### config.mk
export PLATFORM = sky130hd
export DESIGN_NAME = mmio_controller
export DESIGN_NICKNAME = d
export VERILOG_FILES = /design/src/rtl/mmio_controller.sv
export SDC_FILE = /design/constraint.sdc
export NUM_CORES = 1
export LEC_CHECK = 0
export BUFFER_PORTS_ARGS = -buffer_cell sky130_fd_sc_hd__buf_2
export CAP_MARGIN = 15
export CORE_ASPECT_RATIO = 2
export CORE_MARGIN = 8
export CORE_UTILIZATION = 48
export DETAILED_ROUTE_END_ITERATION = 16
export PLACE_DENSITY_LB_ADDON = 0.3
export SLEW_MARGIN = 20
export SYNTH_ARGS = -nofsm -noshare
export SYNTH_HDL_FRONTEND = slang
export SYNTH_SLANG_ARGS = --single-unit
### constraint.sdc
create_clock -name clock -period 4.5 [get_ports clock]
set_input_delay 0.45 -clock clock [delete_from_list [all_inputs] [get_ports clock]]
set_output_delay 0.45 -clock clock [all_outputs]
set_load 0.05 [all_outputs]
### src/rtl/mmio_controller.sv
// mmio_controller: decodes button (1000), status (1001) and output (2000)
// addresses in front of the data RAM. Button presses are synchronized,
// optionally debounced and latched; processor output words are queued in a
// small FIFO drained by a valid/ready consumer.
// Build option: define MMIO_DEBOUNCE_EN to instantiate the debounce counter;
// without it the stable button level is the synchronizer output.
module mmio_controller #(
    parameter int DEBOUNCE_CYCLES = 16,
    parameter int OUT_DEPTH       = 4
) (
    input  logic        clock,
    input  logic        reset,
    input  logic [31:0] address_dmem,
    input  logic        wren,
    input  logic [31:0] data,
    output logic [31:0] q_dmem,
    input  logic [31:0] ram_dataOut,
    output logic        ram_wEn,
    input  logic        button_raw,
    output logic [31:0] out_data,
    output logic        out_valid,
    input  logic        out_ready
);

    localparam int          PTR_W   = $clog2(OUT_DEPTH);
    localparam int          CNT_W   = $clog2(OUT_DEPTH + 1);
    localparam int unsigned DEPTH_U = OUT_DEPTH;

    localparam logic [31:0] ADDR_BTN  = 32'd1000;
    localparam logic [31:0] ADDR_STAT = 32'd1001;
    localparam logic [31:0] ADDR_OUT  = 32'd2000;

    if (DEBOUNCE_CYCLES < 1 || OUT_DEPTH < 2 || (OUT_DEPTH & (OUT_DEPTH - 1)) != 0) begin : g_bad_cfg
        $error("mmio_controller: DEBOUNCE_CYCLES must be >= 1 and OUT_DEPTH a power of two >= 2");
    end

    logic hit_btn, hit_stat, hit_out;
    logic hit_btn_q, hit_stat_q, hit_out_q;
    logic strobe_btn, strobe_stat, push_req;

    logic              sync1, sync2, stable, stable_q, press;
    logic              pending, overflow;
    logic [7:0]        press_count;

    logic [31:0]       mem [OUT_DEPTH];
    logic [PTR_W-1:0]  wr_ptr, rd_ptr;
    logic [CNT_W-1:0]  count;
    logic              fifo_full, pop, push_ok, push_drop;

    assign hit_btn  = (address_dmem == ADDR_BTN);
    assign hit_stat = (address_dmem == ADDR_STAT);
    assign hit_out  = (address_dmem == ADDR_OUT);
    assign ram_wEn  = wren & ~(hit_btn | hit_stat | hit_out);

    // An access strobe is the first cycle of a run on the same MMIO address.
    assign strobe_btn  = hit_btn & ~hit_btn_q & ~wren;
    assign strobe_stat = hit_stat & ~hit_stat_q & ~wren;
    assign push_req    = wren & hit_out & ~hit_out_q;

    assign fifo_full = (count == CNT_W'(OUT_DEPTH));
    assign out_valid = (count != '0);
    assign out_data  = mem[rd_ptr];
    assign pop       = out_valid & out_ready;
    // A push into a full FIFO still fits when the head leaves in the same cycle.
    assign push_ok   = push_req & (~fifo_full | pop);
    assign push_drop = push_req & fifo_full & ~pop;

    // Read mux: MMIO registers or RAM pass-through, zero latency.
    always_comb begin
        q_dmem = ram_dataOut;
        if (hit_btn) begin
            q_dmem = {16'b0, press_count, 7'b0, pending};
        end else if (hit_stat) begin
            q_dmem = {29'b0, overflow, pending, fifo_full};
        end
    end

    // Two-flop synchronizer for the asynchronous button input.
    always_ff @(posedge clock) begin
        if (!reset) begin
            sync1 <= 1'b0;
            sync2 <= 1'b0;
        end else begin
            sync1 <= button_raw;
            sync2 <= sync1;
        end
    end

`ifdef MMIO_DEBOUNCE_EN
    localparam int DB_W = $clog2(DEBOUNCE_CYCLES + 1);

    logic [DB_W-1:0] db_cnt;
    logic            db_level;

    // Debouncer: accept a new level after DEBOUNCE_CYCLES consecutive differing samples.
    always_ff @(posedge clock) begin
        if (!reset) begin
            db_cnt   <= '0;
            db_level <= 1'b0;
        end else if (sync2 == db_level) begin
            db_cnt <= '0;
        end else if (db_cnt == DB_W'(DEBOUNCE_CYCLES - 1)) begin
            db_level <= sync2;
            db_cnt   <= '0;
        end else begin
            db_cnt <= db_cnt + DB_W'(1);
        end
    end

    assign stable = db_level;
`else
    assign stable = sync2;
`endif

    assign press = stable & ~stable_q;

    // Button latch, press counter, overflow flag and hit history.
    always_ff @(posedge clock) begin
        if (!reset) begin
            stable_q    <= 1'b0;
            pending     <= 1'b0;
            press_count <= '0;
            overflow    <= 1'b0;
            hit_btn_q   <= 1'b0;
            hit_stat_q  <= 1'b0;
            hit_out_q   <= 1'b0;
        end else begin
            stable_q   <= stable;
            hit_btn_q  <= hit_btn;
            hit_stat_q <= hit_stat;
            hit_out_q  <= hit_out;
            if (press) begin
                pending     <= 1'b1;
                press_count <= press_count + 8'd1;
            end else if (strobe_btn) begin
                pending <= 1'b0;
            end
            if (push_drop) begin
                overflow <= 1'b1;
            end else if (strobe_stat) begin
                overflow <= 1'b0;
            end
        end
    end

    // Output FIFO storage, pointers and occupancy.
    always_ff @(posedge clock) begin
        if (!reset) begin
            wr_ptr <= '0;
            rd_ptr <= '0;
            count  <= '0;
            for (int unsigned i = 0; i < DEPTH_U; i++) begin
                mem[PTR_W'(i)] <= '0;
            end
        end else begin
            if (push_ok) begin
                mem[wr_ptr] <= data;
                wr_ptr      <= wr_ptr + PTR_W'(1);
            end
            if (pop) begin
                rd_ptr <= rd_ptr + PTR_W'(1);
            end
            case ({push_ok, pop})
                2'b10:   count <= count + CNT_W'(1);
                2'b01:   count <= count - CNT_W'(1);
                default: count <= count;
            endcase
        end
    end

endmodule

Word-level counts from Yosys, hierarchy flattened. Memory sizes are Yosys's and may differ from the RTL's. A register that Yosys moved wholly into a read port is not among the register bits. Cells that the tools add are included.

Logic and storage cells: 68. Output and inout bits: 66. Bits in registers: 23. Memories kept: 1. Memory bits (writable): 128.

Memory list: mem (words 4, width 32, read ports 1, clocked after Yosys merged registers in 1, write ports 4, line 45) `logic [31:0] mem [OUT_DEPTH];`.

Reduce and logical (&&, ||, !) cells: 5. Equality and inequality tests: 6. Add/sub/neg operators: 5. Bitwise logic cells: 23. Mux-type cells: 16.

Operators with widths (number): $mux W32 (3); $eq A32 B10 Y1 const B (2); $eq A32 B11 Y1 const B (1); $reduce_or A32 Y1 (1); $and A1 B1 Y1 (12); $mux W1 (9); $add A8 B1 Y8 const B (1); $not A1 Y1 (8); $mux W2 (3); $pmux W3 S2 (1); $reduce_bool A2 Y1 (3); $add A2 B1 Y2 const B (2); $add A3 B1 Y3 const B (1); $eq A3 B3 Y1 const B (1); $or A1 B1 Y1 (3); $reduce_bool A3 Y1 (1); $sub A3 B1 Y3 const B (1); $eq A2 B1 Y1 const B (1); $eq A2 B2 Y1 const B (1).

Depth between registers and ports, before layout. Gate-level depths: netlist of the first run.

Depth in word-level cells: 9. Mapped depth: 12. Mapped depth without buffers: 10.

Least setup slack after synthesis of the first run. No wires, ideal clock.

Path type: input -> register. Start point: in address_dmem[26]. End point: mem mem[0][0], enable pin. Setup slack: -0.408 ns. Stages on the path: 6. Data arrival time: 4.438 ns. Required time: 4.030 ns. Path buffers: 3. Library setup time: 0.470 ns. Cells stage by stage: or4_1 > buf_2 > or4_1 > buf_2 > clkbuf_1 > o31ai_1.

RTL lines: start, declared (line 13) `input logic [31:0] address_dmem,`; end, declared (line 45).

==> metrics.md, run 1 <==
| Metric | Value |
|---|---|
| Run status | `completed` |
| Total iterations of the first detailed-routing run | `5` |
| Number of enable flip-flop cells after synthesis | `roughly 130` |
| Largest family of logic cells by synthesized area | `simple AND/OR/NAND/NOR gates` |
| Netlist cell types | `41` |
| Avg Synthesized Cell Area | `~13 sq um` |
| Die Y | `195.2 um` |
| Setup violation total in the final timing report | `0` |
| Largest fanout on the critical path | `66` |
| Nets in the synthesized netlist | `699` |
| Setup repair after global routing missed its margin | `false` |
| Part of the Yosys area used for sequential elements | `0.5634` |
| Area enclosed by the die boundary | `20620 sq um` |
| Number of buffers and inverters on the critical path | `3` |
| Power Total | `3.389 mW` |
| Crit end category | `register` |
| Average detailed-routed wire length per instance | `20.10 um` |
| Max Fclk | `336.0 MHz` |
| Number of max-capacitance violations reported | `0` |
| Worst Setup Slack, final | `1.524 ns` |
| Insertion delay of the later-clocked pin in the worst-skew pair | `approximately 0.42 ns` |
| Register-to-register setup slack | `1.62 ns` |
| Depth of the most critical reg-to-reg path | `9` |
| Data arrival time of the worst path | `3.03 ns` |
| Clock root buffer | `sky130_fd_sc_hd__clkbuf_16` |
| Maximum clock skew at final layout | `around 0.0056 ns` |
| Final Max Slew Viols | `0` |
| H-tree levels | `4` |
| Flip-flop and latch count after synthesis | `153` |
| Final period util | `0.6613` |
| Post-synthesis xor/xnor area fraction | `0.01249` |
| Crit Reg-Reg Endpoint | `count[2]$_SDFFE_PN0P_` |
| Core area | `15780 sq um` |
| Hold Violations, Final | `0` |
| Total routed wirelength | `between 15000 and 20000 um` |
| Leading cell type by number of instances after synthesis | `sky130_fd_sc_hd__edfxtp_1` |
| Final Wtd Congestion | `0.8008` |
| Bufs on Longest Clock Path | `2` |
| Synth Area in Compound Gates | `0.01136` |
| Required arrival time at the worst endpoint | `4.56 ns` |
| Layout net count | `833` |
| Post-placement cell count | `between 900 and 1000` |
| Worst setup slack before clock tree synthesis | `1.086 ns` |
| Ports | `167` |
| Cells after synthesis | `around 600` |
| Top flip-flop cell by instance count after synthesis | `sky130_fd_sc_hd__edfxtp_1` |
| Via count of the first global-routing pass | `6046` |
| 1st-iter DRT viols | `400` |
| Startpoint of the lowest-slack register-to-register path | `count[0]$_SDFFE_PN0P_` |
| Count of warnings emitted by yosys | `0` |
| Number of antenna violations at the first check in global routing | `2` |
| Cells along the critical path | `buf_2, or4_1, or4_4, buf_4, o31ai_4, buf_4` |
| Via Count | `5498` |
| Levels on crit path | `6` |
| Simple-gate share of the synthesized area | `0.2371` |
| Worst supply voltage drop on vdd | `approximately 0.00027 V` |
| Synth area leader | `sky130_fd_sc_hd__edfxtp_1` |
| Synthesized area | `7711 sq um` |
| Hold endpoint | `sync1$_SDFF_PN0_` |
| Num Clock Sinks | `153` |
| Remaining antenna violation count after routing | `0` |
| Leakage power total | `3.178 nW` |
| Count of buffers inserted at the top-level ports | `166` |
| Diodes inserted | `0` |
| Final critical path time including I/O delays and setup | `2.976 ns` |
| Global-route wire length before repair | `about 30000 um` |
| Worst stage delay on the critical path | `0.67 ns` |
| Share of synthesized registers carrying an async set or reset | `0` |
| Number of cells in the finished layout apart from fillers | `943` |
| Critical Setup Path Class | `in -> reg` |
| Share of synthesized cell area in full adder, half adder and majority cells | `0.005841` |
| Overflow left after global routing | `0` |
| Most numerous cell on the critical path | `sky130_fd_sc_hd__buf_4` |
| Resized cells post-CTS | `0` |
| Most area-consuming cells after synthesis | `sky130_fd_sc_hd__edfxtp_1 (50%), sky130_fd_sc_hd__mux4_2 (9.3%), sky130_fd_sc_hd__nor4_2 (8.1%)` |
| Worst path top cell family by delay | `simple AND/OR/NAND/NOR gates` |
| Classification of the worst-slack hold path | `in -> reg` |
| Worst slew margin relative to its limit | `0.3848` |
| Die X | `about 110 um` |
| Share of cell area taken by muxes after synthesis | `0.1131` |
| Residual DRC count | `0` |
| Site row count | `65` |
| Layout area overhead | `20.10%` |
| Area fraction of the dominant cell type after synthesis | `0.4985` |
| Ratio of cells with drive above 1 in the final layout | `0.4178` |
| # hold bufs at CTS | `0` |
| Worst-margin pin slew | `0.9227 ns` |
| Setup Buffers After CTS | `0` |
| Mean number of vias per cell | `5.830` |
| Most common library cells after synthesis | `sky130_fd_sc_hd__edfxtp_1 (128), sky130_fd_sc_hd__nor4_1 (53), sky130_fd_sc_hd__nor4_2 (50)` |
| Power per Cell Area | `365.9 nW/um^2` |
| Total CTS buffers | `17` |
| Final HPWL from detailed placement | `12370 um` |
| Starting density of the core | `0.4887` |
| Setup crit start kind | `primary input` |
| Global routing usage summed across all routing layers | `0.1872` |
| Source of the worst hold timing path | `button_raw` |
| Clock Pin Slew Worst Setup and Hold Paths | `~0.06 ns` |
| Maximum number of pins on one net before global-route repair | `67` |
| Hold Path Stages | `2` |
| CTS tree | `built` |
| Cell type of the slowest stage on the worst timing path | `sky130_fd_sc_hd__or4_1` |
==> cell type report <==
cell class	count	area, sq um
Fill cell	1276	6516
Sequential cell	153	4349
Multi-Input combinational cell	341	2983
Timing Repair Buffer	176	918.4
Clock buffer	18	429.2
Tap cell	201	251.5
Clock inverter	14	180.2
Inverter	40	150.1
==> through the flow <==
step	setup TNS (ns)	cell area, sq um	utilization	hold slack, ns
final	0	9261	0.5870	0.2849
after global routing	0	9261	0.5870	0.2869
after CTS	0	9261	0.5870	0.2593
after detailed placement	0	8652	0.5484	0.4188
after global placement	0	8652	0.5484	0.4214
after floorplan	-26.10	7711	-	0.4119
==> sequential cells by signal (all words and copies together) (netlist names), 2 cells and up, named ones only <==
register and cells:
mem 128, rd_ptr 2, press_count 8, count 3
wr_ptr 2
==> placed cells by master (no fill, tap or decap), drive strengths merged, types with 4 or more instances in the layout <==
cell type and instances:
buf 176, edfxtp 128, nor4 103, nand2 42
inv 40, nor3 35, nor2b 33, mux4 32
dfxtp 25, clkbuf 18, nor2 17, mux2 9
nand4 8, xor2 8, clkinv 6, nor4bb 5
mux2i 5, or3 4, bufinv 4, clkinvlp 4
==> power by group <==
group          switching [mW]  internal (mW)
Clock                   0.552          0.920
Combinational           0.227         0.0912
Sequential             0.0147           1.58
Total                   0.794           2.59
==> worst reg2reg max path, stage by stage (launching register included) <==
cell and delay [ns]:
sky130_fd_sc_hd__dfxtp_1 0.35, sky130_fd_sc_hd__or4b_2 0.78, sky130_fd_sc_hd__nand2_1 0.29, sky130_fd_sc_hd__or2_2 0.17, sky130_fd_sc_hd__ha_1 0.17, sky130_fd_sc_hd__inv_1 0.06, sky130_fd_sc_hd__fa_1 0.38, sky130_fd_sc_hd__xor2_1 0.16
sky130_fd_sc_hd__or3_1 0.31, sky130_fd_sc_hd__a21oi_1 0.14
==> kinds of logic (layout without fill, tap and decap cells) <==
family	after synthesis	count (layout)
mux	46	46
xor+xnor	11	11
fa+ha+maj	3	3
flops	153	153
compound gates	13	13
buf+inv	101	248
simple gates	268	268
==> how the worst max path moves through the flow <==
| stage | slack, ns | start | end |
|---|---|---|---|
| 2_1_floorplan | -0.41 | address_dmem[26] | mem[0][0]$_SDFFCE_PN0P_ |
| 3_3_place_gp | 1.13 | address_dmem[26] | mem[2][18]$_SDFFCE_PN0P_ |
| 3_5_place_dp | 1.09 | address_dmem[26] | mem[2][20]$_SDFFCE_PN0P_ |
| 4_1_cts | 1.51 | register | out_data[28] |
| 5_1_grt | 1.39 | address_dmem[18] | mem[2][18]$_SDFFCE_PN0P_ |
| 6_report | 1.52 | address_dmem[26] | mem[2][21]$_SDFFCE_PN0P_ |
==> metal layers <==
metal | track usage | routed length (um)
met1 | 0.1917 | 6906
met2 | 0.3395 | 10280
met3 | 0.05607 | 1224
met4 | 0.08241 | 525
met5 | 0 | 23
No activity file was read; power rests on OpenSTA's default activity.
==> run 2: changes to the inputs <==
==> constraint.sdc (replaced) <==
create_clock -name clock -period 2.6 [get_ports clock]
set_input_delay 0.26 -clock clock [delete_from_list [all_inputs] [get_ports clock]]
set_output_delay 0.26 -clock clock [all_outputs]
set_load 0.05 [all_outputs]
==> metrics.md, run 2 (synthesis gave the netlist of run 1 again) <==
| Metric | Value |
|---|---|
| Run status | `completed` |
| Global routing usage summed across all routing layers | `0.1926` |
| Commonest cells after routing, fill and taps aside | `sky130_fd_sc_hd__buf_2 (166), sky130_fd_sc_hd__edfxtp_1 (128), sky130_fd_sc_hd__nor4_1 (53), sky130_fd_sc_hd__nor4_2 (50), sky130_fd_sc_hd__nand2_1 (42)` |
| Core area | `15780 sq um` |
| Leakage power total | `3.337 nW` |
| Mean number of vias per cell | `roughly 5.8` |
| Final HPWL from detailed placement | `13230 um` |
| Total CTS buffers | `17` |
| Hold Violations, Final | `0` |
| Worst supply voltage drop on vdd | `0.0004687 V` |
| Final Max Slew Viols | `0` |
| Total routed wirelength | `19410 um` |
| Num Clock Sinks | `roughly 150` |
| Power Total | `5.649 mW` |
| Final critical path time including I/O delays and setup | `2.447 ns` |
| Register with the most flip-flops | `mem` |
| # hold bufs at CTS | `0` |
| Startpoint of the lowest-slack register-to-register path | `count[0]$_SDFFE_PN0P_` |
| Start point of the critical path | `address_dmem[11]` |
| Setup repair after global routing missed its margin | `false` |
| Required arrival time at the worst endpoint | `around 2.8 ns` |
| Via count of the first global-routing pass | `6152` |
| Critical Setup Path Class | `in -> reg` |
| Starting density of the core | `0.4887` |
| Ratio of cells with drive above 1 in the final layout | `0.4504` |
| Count of buffers inserted at the top-level ports | `~170` |
| Worst slew margin relative to its limit | `0.3616` |
| Commonest non-fill, non-tap cell in the layout | `sky130_fd_sc_hd__buf_2` |
| Total iterations of the first detailed-routing run | `4` |
| Number of antenna violations at the first check in global routing | `2` |
| Site row count | `65` |
| CTS tree | `built` |
| Fill cells | `1291` |
| Ports | `between 150 and 200` |
| Setup Buffers After CTS | `0` |
| Clock root buffer | `sky130_fd_sc_hd__clkbuf_16` |
| Setup violation total in the final timing report | `0` |
| Final Wtd Congestion | `0.7921` |
| Layout area overhead | `23.74%` |
| Worst-margin pin slew | `0.9575 ns` |
| Via Count | `5624` |
| Maximum clock skew at final layout | `0.01177 ns` |
| Average detailed-routed wire length per instance | `20.05 um` |
| Maximum number of pins on one net before global-route repair | `82` |
| Setup crit start kind | `primary input` |
| Remaining antenna violation count after routing | `0` |
| Classification of the worst-slack hold path | `in -> reg` |
| Area enclosed by the die boundary | `roughly 21000 sq um` |
| Data arrival time of the worst path | `2.65 ns` |
| Power per Cell Area | `592.1 nW/um^2` |
| Die X | `about 110 um` |
| H-tree levels | `4` |
| Bufs on Longest Clock Path | `2` |
| Layout net count | `857` |
| Max reg flops | `128` |
| Largest fanout on the critical path | `81` |
| Insertion delay of the later-clocked pin in the worst-skew pair | `0.42 ns` |
| Registers with the most flip-flops | `mem (128), press_count (8), count (3)` |
| Overflow left after global routing | `0` |
| Number of max-capacitance violations reported | `0` |
| Die Y | `~200 um` |
| 1st-iter DRT viols | `around 350` |
| Total Neg Setup Slack | `0 ns` |
| Clock Pin Slew Worst Setup and Hold Paths | `0.07 ns` |
| Max Fclk | `around 410 MHz` |
| Global-route wire length before repair | `roughly 31000 um` |
| Final period util | `0.9410` |
| Residual DRC count | `0` |
| Source of the worst hold timing path | `button_raw` |
| Crit end category | `register` |
[run 2: changes by cell type in the layout (fill, tap and decap cells not counted), moves of 2 or more]
cell,delta
sky130_fd_sc_hd__clkbuf_4,+2
sky130_fd_sc_hd__bufinv_16,-4
sky130_fd_sc_hd__inv_4,+4
sky130_fd_sc_hd__buf_4,+15
sky130_fd_sc_hd__mux2i_1,-2
sky130_fd_sc_hd__buf_12,+9
sky130_fd_sc_hd__inv_6,+3
sky130_fd_sc_hd__clkinv_1,-3
sky130_fd_sc_hd__clkinvlp_4,-3
[run 2: timing repair]
| item | CTS | global route |
|---|---|---|
| endpoints found under the hold margin | 0 | 0 |
| endpoints found under the setup margin | 0 | 1 |
| gates resized for setup | 0 | 2 |
[run 2: path summary, 6_finish.rpt]
check | endpoint | slack (ns) | cells past startpoint
setup / recovery | mem[0][15]$_SDFFCE_PN0P_ | 0.15 | 7
hold / removal | sync1$_SDFF_PN0_ | 0.04 | 2
setup reg to reg | count[2]$_SDFFE_PN0P_ | 0.27 | 9
hold reg to reg | stable$_SDFF_PN0_ | 0.44 | 1
[run 2: metrics by stage]
| step | utilization | instances | setup slack (ns) | hold slack [ns] | cell area [sq um] |
|---|---|---|---|---|---|
| finish | 0.6048 | 968 | 0.1535 | 0.04277 | 9542 |
| detailed placement | 0.5693 | 935 | -0.2597 | 0.4290 | 8982 |
| global placement | 0.5693 | 935 | -0.1126 | 0.4175 | 8982 |
| floorplan | - | 595 | -0.2988 | 0.3873 | 7814 |
| CTS | 0.6043 | 967 | 0.1125 | 0.03016 | 9534 |
| global route | 0.6046 | 967 | 0.03667 | 0.03668 | 9539 |
[run 2: final cells by class]
cell class                 count  area, sq um  area share
antenna                        1        2.502   0.0002623
clock buffer                  20        465.4     0.04878
clock inverter                12        86.33    0.009048
inverter                      40        150.1     0.01574
multi-input combinational    341         3024      0.3169
sequential                   153         4350      0.4559
tap                          201        251.5     0.02636
timing repair buffer         200         1211      0.1269
[run 2: worst max-delay path: stages]
cell and delay (ns):
sky130_fd_sc_hd__buf_2 0.11, sky130_fd_sc_hd__nor4b_1 0.46, sky130_fd_sc_hd__nand4_1 0.16, sky130_fd_sc_hd__or4_4 0.57
sky130_fd_sc_hd__buf_4 0.18, sky130_fd_sc_hd__buf_4 0.39, sky130_fd_sc_hd__nor4_1 0.46
[run 2: power breakdown]
part	internal [mW]	switching (mW)
registers	2.74	0.0256
logic	0.183	0.401
clock network	1.31	0.993
total	4.23	1.42
[run 2: routing by layer]
metal	routed length, um	part of all wire	track usage
met1	6824	0.35	0.1857
met2	10880	0.56	0.3655
met4	475	0.024	0.08556
met5	10	0.00052	0
met3	1212	0.062	0.05244
